===== config.mk =====
export PLATFORM = sky130hd
export DESIGN_NAME = hazard_ctrl
export DESIGN_NICKNAME = d
export VERILOG_FILES = /design/src/rtl/hazard_ctrl.sv
export SDC_FILE = /design/constraint.sdc
export NUM_CORES = 1
export LEC_CHECK = 0
export ABC_AREA = 1
export CAP_MARGIN = 10
export CORE_MARGIN = 8
export CORE_UTILIZATION = 51
export DETAILED_ROUTE_END_ITERATION = 6
export PLACE_DENSITY = 0.85
export SLEW_MARGIN = 20
export SYNTH_ARGS = -nofsm -noshare
export SYNTH_HDL_FRONTEND = slang
export SYNTH_SLANG_ARGS = --single-unit

===== constraint.sdc =====
create_clock -name hc_clk -period 3.15 [get_ports hc_clk]
set_clock_uncertainty 0.2 [all_clocks]
set_input_delay 0.315 -clock hc_clk [delete_from_list [all_inputs] [get_ports hc_clk]]
set_output_delay 0.315 -clock hc_clk [all_outputs]
set_load 0.03 [all_outputs]

===== src/rtl/hazard_ctrl.sv =====
// Pipeline sequencing controller: turns load-use, redirect, multi-cycle ALU and
// bus wait-state conditions into per-stage stall/flush commands.
module hazard_ctrl #(
  parameter int AWIDTH       = 5,
  parameter int FLUSH_CYCLES = 2,
  parameter int BUS_TIMEOUT  = 15,
  parameter int CNT_WIDTH    = 16
) (
  input  logic                 hc_clk,
  input  logic                 hc_rst,
  input  logic                 hc_i_ce,
  input  logic                 hc_ds_valid,
  input  logic [AWIDTH-1:0]    hc_ds_addr_rs1,
  input  logic [AWIDTH-1:0]    hc_ds_addr_rs2,
  input  logic                 hc_ex_valid,
  input  logic                 hc_ex_is_load,
  input  logic                 hc_ex_we_reg,
  input  logic [AWIDTH-1:0]    hc_ex_addr_rd,
  input  logic                 hc_ex_change_pc,
  input  logic                 hc_ex_stall_from_alu,
  input  logic                 hc_me_cyc,
  input  logic                 hc_me_ack,
  output logic                 hc_o_stall_fi,
  output logic                 hc_o_stall_ds,
  output logic                 hc_o_stall_ex,
  output logic                 hc_o_flush_fi,
  output logic                 hc_o_flush_ds,
  output logic                 hc_o_flush_ex,
  output logic                 hc_o_bus_err,
  output logic [1:0]           hc_o_state,
  output logic [CNT_WIDTH-1:0] hc_o_stall_cnt
);

  localparam int FCW = $clog2(FLUSH_CYCLES + 1);
  localparam int TOW = $clog2(BUS_TIMEOUT + 1);

  typedef enum logic [1:0] {RUN = 2'd0, FLUSH = 2'd1, MEM = 2'd2, ALU = 2'd3} state_t;

  state_t               state, state_nxt;
  logic [FCW-1:0]       fcnt, fcnt_nxt;
  logic [TOW-1:0]       tcnt, tcnt_nxt;
  logic                 bus_err_q, err_nxt;
  logic [CNT_WIDTH-1:0] stall_cnt;
  logic                 stall_fi, stall_ds, stall_ex;
  logic                 flush_fi, flush_ds, flush_ex;
  logic                 load_use, timeout_hit, gate;

  assign load_use = hc_ds_valid & hc_ex_valid & hc_ex_is_load & hc_ex_we_reg &
                    (hc_ex_addr_rd != '0) &
                    ((hc_ex_addr_rd == hc_ds_addr_rs1) | (hc_ex_addr_rd == hc_ds_addr_rs2));

  // The RUN cycle that raised the wait counts as one waited cycle, so the
  // abort lands after BUS_TIMEOUT stalled cycles in total.
  assign timeout_hit = (int'(tcnt) + 1) >= (BUS_TIMEOUT - 1);

  always_comb begin
    state_nxt = state;
    fcnt_nxt  = fcnt;
    tcnt_nxt  = tcnt;
    err_nxt   = 1'b0;
    stall_fi  = 1'b0;
    stall_ds  = 1'b0;
    stall_ex  = 1'b0;
    flush_fi  = 1'b0;
    flush_ds  = 1'b0;
    flush_ex  = 1'b0;
    case (state)
      RUN: begin
        if (hc_ex_change_pc) begin
          flush_fi  = 1'b1;
          flush_ds  = 1'b1;
          state_nxt = FLUSH;
          fcnt_nxt  = FCW'(FLUSH_CYCLES - 1);
        end else if (hc_me_cyc && !hc_me_ack) begin
          stall_fi  = 1'b1;
          stall_ds  = 1'b1;
          stall_ex  = 1'b1;
          state_nxt = MEM;
          tcnt_nxt  = '0;
        end else if (hc_ex_stall_from_alu) begin
          stall_fi  = 1'b1;
          stall_ds  = 1'b1;
          state_nxt = ALU;
        end else if (load_use) begin
          stall_fi = 1'b1;
          stall_ds = 1'b1;
          flush_ex = 1'b1;
        end
      end
      FLUSH: begin
        flush_fi = 1'b1;
        flush_ds = 1'b1;
        if (hc_ex_change_pc)   fcnt_nxt  = FCW'(FLUSH_CYCLES - 1);
        else if (fcnt == '0)   state_nxt = RUN;
        else                   fcnt_nxt  = fcnt - 1'b1;
      end
      MEM: begin
        stall_fi = 1'b1;
        stall_ds = 1'b1;
        stall_ex = 1'b1;
        if (hc_me_ack) begin
          state_nxt = RUN;
        end else if (timeout_hit) begin
          state_nxt = RUN;
          err_nxt   = 1'b1;
          flush_ex  = 1'b1;
        end else begin
          tcnt_nxt = tcnt + 1'b1;
        end
      end
      ALU: begin
        if (hc_ex_stall_from_alu) begin
          stall_fi = 1'b1;
          stall_ds = 1'b1;
        end else if (hc_ex_change_pc) begin
          flush_fi  = 1'b1;
          flush_ds  = 1'b1;
          state_nxt = FLUSH;
          fcnt_nxt  = FCW'(FLUSH_CYCLES - 1);
        end else begin
          state_nxt = RUN;
        end
      end
      default: state_nxt = RUN;
    endcase
  end

  always_ff @(posedge hc_clk) begin
    if (hc_rst) begin
      state     <= RUN;
      fcnt      <= '0;
      tcnt      <= '0;
      bus_err_q <= 1'b0;
      stall_cnt <= '0;
    end else if (hc_i_ce) begin
      state     <= state_nxt;
      fcnt      <= fcnt_nxt;
      tcnt      <= tcnt_nxt;
      bus_err_q <= err_nxt;
      if (stall_fi && (stall_cnt != '1)) stall_cnt <= stall_cnt + 1'b1;
    end
  end

  // Reset and a disabled controller both silence every command.
  assign gate           = hc_i_ce & ~hc_rst;
  assign hc_o_stall_fi  = stall_fi & gate;
  assign hc_o_stall_ds  = stall_ds & gate;
  assign hc_o_stall_ex  = stall_ex & gate;
  assign hc_o_flush_fi  = flush_fi & gate;
  assign hc_o_flush_ds  = flush_ds & gate;
  assign hc_o_flush_ex  = flush_ex & gate;
  assign hc_o_bus_err   = bus_err_q & gate;
  assign hc_o_state     = state;
  assign hc_o_stall_cnt = stall_cnt;

endmodule


# Word-level counts from Yosys, hierarchy flattened
# Cells that the tools add are included.
totals:
  in_bits: 26
  regBits: 25
op_classes:
  eq_ne: 16
  order_cmp: 1
  mux: 39
  n_reduce_logical: 12
  n_bitwise: 13
  add_sub_neg: 4
ops:
  columns: ["cell", "n"]
  rows:
  - ["$mux 2", 12]
  - ["$add 16x1->16 const B", 1]
  - ["$mux 1", 16]
  - ["$mux 4", 4]
  - ["$ne 16x16->1 const B", 1]
  - ["$ne 2x2->1 const B", 7]
  - ["$reduce_and 6->1", 2]
  - ["$and 1x1->1", 11]
  - ["$eq 5x5->1", 2]
  - ["$pmux 2 s4", 1]
  - ["$pmux 4 s2", 1]
  - ["$ne 3x3->1 const B", 2]
  - ["$pmux 1 s3", 2]
  - ["$pmux 2 s3", 1]
  - ["$add 4x1->5 const B", 1]
  - ["$ge 5x4->1 const B", 1]
  - ["$reduce_bool 5->1", 1]
  - ["$add 4x1->4 const B", 1]
  - ["$eq 2x2->1 const B", 2]
  - ["$logic_not 2->1", 2]
  - ["$ne 4x4->1 const B", 1]
  - ["$pmux 1 s2", 2]
  - ["$reduce_and 4->1", 1]
  - ["$reduce_bool 3->1", 1]
  - ["other kinds (8)", 9]

# Depth between registers and ports, before layout
logic_depth:
  depth_word: 12
  depth_mapped: 14
  depth_no_buf: 13

# Worst setup path before layout
# No wires, ideal clock.
synth_path:
  path_type: "register -> output"
  from: "register state[0], in the netlist hc_o_state[0]"
  to: "output hc_o_stall_fi"
  setup_slack_ns: 0.921
  stages_incl_launch_ff: 6
  t_arrival_ns: 1.714
  cell_sequence: "dfxtp_1 -> nand2_1 -> nor2_1 -> nor2_1 -> a21oi_1 -> buf_4"
synth_between:
  elab_chain_len: 3
  elab_cells_between_ends: 5
synth_rtl:
  columns: ["item", "line", "source"]
  rows:
  - ["from (decl)", "39", "state_t state, state_nxt;"]
  - ["from (signal assigned)", "136", "state <= state_nxt;"]
  - ["$eq 2x2->1 / $logic_not 2->1 (equally long branches)", null, null]
  - ["$pmux 1 s3 (*)", null, null]
  - ["$and 1x1->1 (*)", null, null]
  - ["to (decl)", "23", "output logic hc_o_stall_fi,"]
# Every way passes the cells marked *; elsewhere a longest branch is shown, timed or not.

# Worst setup path in the final report
layout_path:
  from: "input hc_ex_addr_rd[1]"
  to: "output hc_o_stall_ds"
layout_between:
  elab_chain_len: 9
  elab_cells_between_ends: 12
layout_rtl:
  columns: ["item", "line", "source"]
  rows:
  - ["from (decl)", "18", "input logic [AWIDTH-1:0] hc_ex_addr_rd,"]
  - ["$eq 5x5->1 / $reduce_bool 5->1 (equally long branches)", "50, 49", null]
  - ["$or 1x1->1 / $and 1x1->1 (equally long branches)", "50, 48", null]
  - ["$and 1x1->1 (*)", "49", "(hc_ex_addr_rd != '0) &"]
  - ["$mux 1 (*)", "84", "end else if (load_use) begin"]
  - ["$mux 1 (*)", "80", "end else if (hc_ex_stall_from_alu) begin"]
  - ["$mux 1 (*)", "74", "end else if (hc_me_cyc && !hc_me_ack) begin"]
  - ["$mux 1 (*)", "69", "if (hc_ex_change_pc) begin"]
  - ["$pmux 1 s3 (*)", "67", "case (state)"]
  - ["$and 1x1->1 (*)", "147", "assign hc_o_stall_ds = stall_ds & gate;"]
  - ["to (decl)", "24", "output logic hc_o_stall_ds,"]
# Marked as above.

==> metrics <==
top cells by area, synth=dfxtp_1 (28%), nand2_1 (14%), a21oi_1 (7.9%); post-synthesis mux area share=0%; Post-Synth Adder-Cell Area=2.84%; critical path class=in -> out; Syn Area/Cell=6.34 um^2; Pre-antenna DRT Iters=4; Area Growth Syn to Fin=31.0%; startpoint types=primary input; Reg-to-Reg Start=hc_o_stall_cnt[0]$_SDFFE_PP0P_; Hold Crit Depth=2; crit share post-route=90.3%; simple-gate share of the synthesized area=35.3%; layout cells sized above 1=5.21%; setup_tns=0 ns; fin cells=372; Via density=5.07; Async S/R FF share, synth=0%; Rel. slew slack=63.1%; pin count of the biggest net entering global routing=20; num ports=51; Peak Freq=0.352 GHz; largest family of logic cells by synthesized area=simple AND/OR/NAND/NOR gates; dominant synthesized flop cell=dfxtp_1; sequential cell area=500 um^2; # hold bufs at CTS=0; CP max stage delay=0.70 ns; fillcell total=309; Netlist cell types=26; Row Count=21; H-tree Lvls=1; Worst R2R Path Depth=9; GRT Total Usage=17.1%; Crit Path Max Fanout=4; Peak VDD IR=0.236 mV; met2 routed WL=2290 um; net count after synthesis=308; full die area=0.00559 mm^2; initial antenna violation count=0; Leakage=0.978 nW; Max Cap Violations=0; first-pass GRT wire length=7710 um; Synth Area in XOR/XNOR=8.94%; Crit path top cell by count=nand2_1; top cell type's share of synthesized area=28.4%; Routed wire per std cell=12.3 um; Multi-input gate area=0.00107 mm^2; Die Y=74.8 um; Post-CTS Setup Inserts=0; gr ovfl total=0; Worst-path clk slew=0.13 ns; pwr dens=298 mW/mm^2; Seq/Total Area, Yosys=28.4%; # DRC=0; final wirelength=4590 um; Initial Util=52.8%; RSZ-0062 raised after global routing=no; CP required=2.63 ns; CTS root buffer=clkbuf_4; worst min-delay path startpoint=fcnt[1]$_SDFFE_PP0P_; RR Endpoint=hc_o_stall_cnt[10]$_SDFFE_PP0P_; Hold EP=fcnt[1]$_SDFFE_PP0P_; Die W=74.8 um; largest area contributor in the synthesized netlist=dfxtp_1; Total Power=689 uW; post-route cell area=0.00231 mm^2; first-iteration detailed-routing DRC count=62; Cells after Synth=278; status=complete, no violations; Resized cells post-CTS=0; Fin. Hold Viols=0; CTS Buffer Depth=2; final-report max-slew violation count=0; Placed Instance Area=0.00228 mm^2; Crit. End Element=primary output; Synth Area in Compound Gates=13.4%; Nets=357; Post-synth EDFFs=0; number of synthesized register bits=25; Post-Syn Area=0.00176 mm^2; most common cell in the synthesized netlist=nand2_1; CP Cell Sequence=clkdlybuf4s50_1 -> inv_1 -> nand2_1 -> nand2_1 -> nor2_1 -> nand3_1 -> nand2_1 -> nand2_1 -> nand2_1 -> nand2_1 -> a21oi_1 -> clkdlybuf4s50_1; GPL Wtd Cong=0.923; synth cell count leaders=nand2_1 (65), inv_1 (36), nor2_1 (36); antenna-violating nets left=0; HP Class=reg -> reg; Tmin final=2.84 ns; Worst Tran Pin Value=0.553 ns; CTS tree=yes; dpl cells=368; DR top layer=met4; met1 WL=2040 um; worst-skew pair later-pin latency=0.32 ns; CP max stage cell=clkdlybuf4s50_1; # diodes=0; Via Count=1887; number of global-route vias before repair=1827; Clock Sinks=25; Register-to-Register Setup Slack=0.92 ns; Core Footprint=0.00334 mm^2; Setup violations, final=0; port bufs=50; post-DP HPWL=3620 um; metal3 WL=183 um; CTS buffer count=3; Synth Warn #=0; critical path arrival=2.33 ns
[critical path: cells and delay by family]
family,cells,cell delay [ns]
buf+inv,3,1.30
simple gates,8,0.55
compound gates,1,0.17
[placed cells by master, fill, tap and decap left out, types with 4 or more instances in the layout]
cell type / instances
a21oi_1: 28
clkdlybuf4s50_1: 50
dfxtp_1: 25
ha_1: 4
inv_1: 36
inv_2: 4
nand2_1: 65
nand3_1: 28
nand4_1: 4
nor2_1: 36
nor3_1: 4
o21ai_0: 7
xnor2_1: 10
xor2_1: 8
[logic make-up (layout without fill, tap and decap cells)]
kind of cell               count (synthesis)  count (layout)
buffers and inverters                     47              95
AOI/OAI and AO/OA                         41              41
DFF                                       25              25
adders and majority gates                  4               4
and+or+nand+nor                          143             143
xor gates and xnor gates                  18              18
[through the flow]
| stage | setup WS [ns] | hold slack [ns] | util, % |
|---|---|---|---|
| floorplan | 0.921 | 0.209 | - |
| global placement | 0.337 | 0.250 | 68.4 |
| detailed placement | 0.304 | 0.259 | 68.4 |
| CTS | 0.299 | 0.277 | 69.2 |
| global route | 0.0843 | 0.328 | 69.2 |
| finish | 0.307 | 0.275 | 69.2 |
[how the worst max path moves through the flow]
stage / from / to / slack [ns] / cells after the start
4_1_cts: hc_ex_addr_rd[1] / hc_o_stall_ds / 0.30 / 12
3_5_place_dp: hc_ex_addr_rd[1] / hc_o_stall_ds / 0.30 / 12
2_1_floorplan: hc_o_state[0]$_SDFFE_PP0P_ / hc_o_stall_fi / 0.92 / 5
5_1_grt: hc_ex_addr_rd[1] / hc_o_stall_fi / 0.08 / 12
3_3_place_gp: hc_ex_addr_rd[0] / hc_o_stall_fi / 0.34 / 12
6_report: hc_ex_addr_rd[1] / hc_o_stall_ds / 0.31 / 12
[flip-flops by register name (all words and copies together) (netlist names)]
signal and cells:
fcnt 2, tcnt 4, hc_o_state 2, hc_o_stall_cnt 16, bus_err_q 1
[where the power goes]
part / switching [mW] / internal [mW] / total [mW] / leakage [nW]
combinational: 0.127 / 0.0814 / 0.209 / 0.757
clock: 0.0941 / 0.0475 / 0.142 / 0.0177
sequential: 0.0104 / 0.328 / 0.338 / 0.203
[routing by layer]
layer / vias up / GRT usage, %
met5: - / 0
met4: 0 / 6.74
met3: 8 / 2.66
met2: 42 / 31.5
met1: 858 / 19.1
li1: 979 / -
[final cells by class]
| cell class | count | area share [%] |
|---|---|---|
| Inverter | 40 | 6.50 |
| Sequential cell | 25 | 21.7 |
| Tap cell | 46 | 2.49 |
| Multi-Input combinational cell | 206 | 46.2 |
| Clock inverter | 1 | 0.217 |
| Timing Repair Buffer | 51 | 22.0 |
| Clock buffer | 3 | 0.975 |
Note: power is estimated with default switching activity, not from simulation.
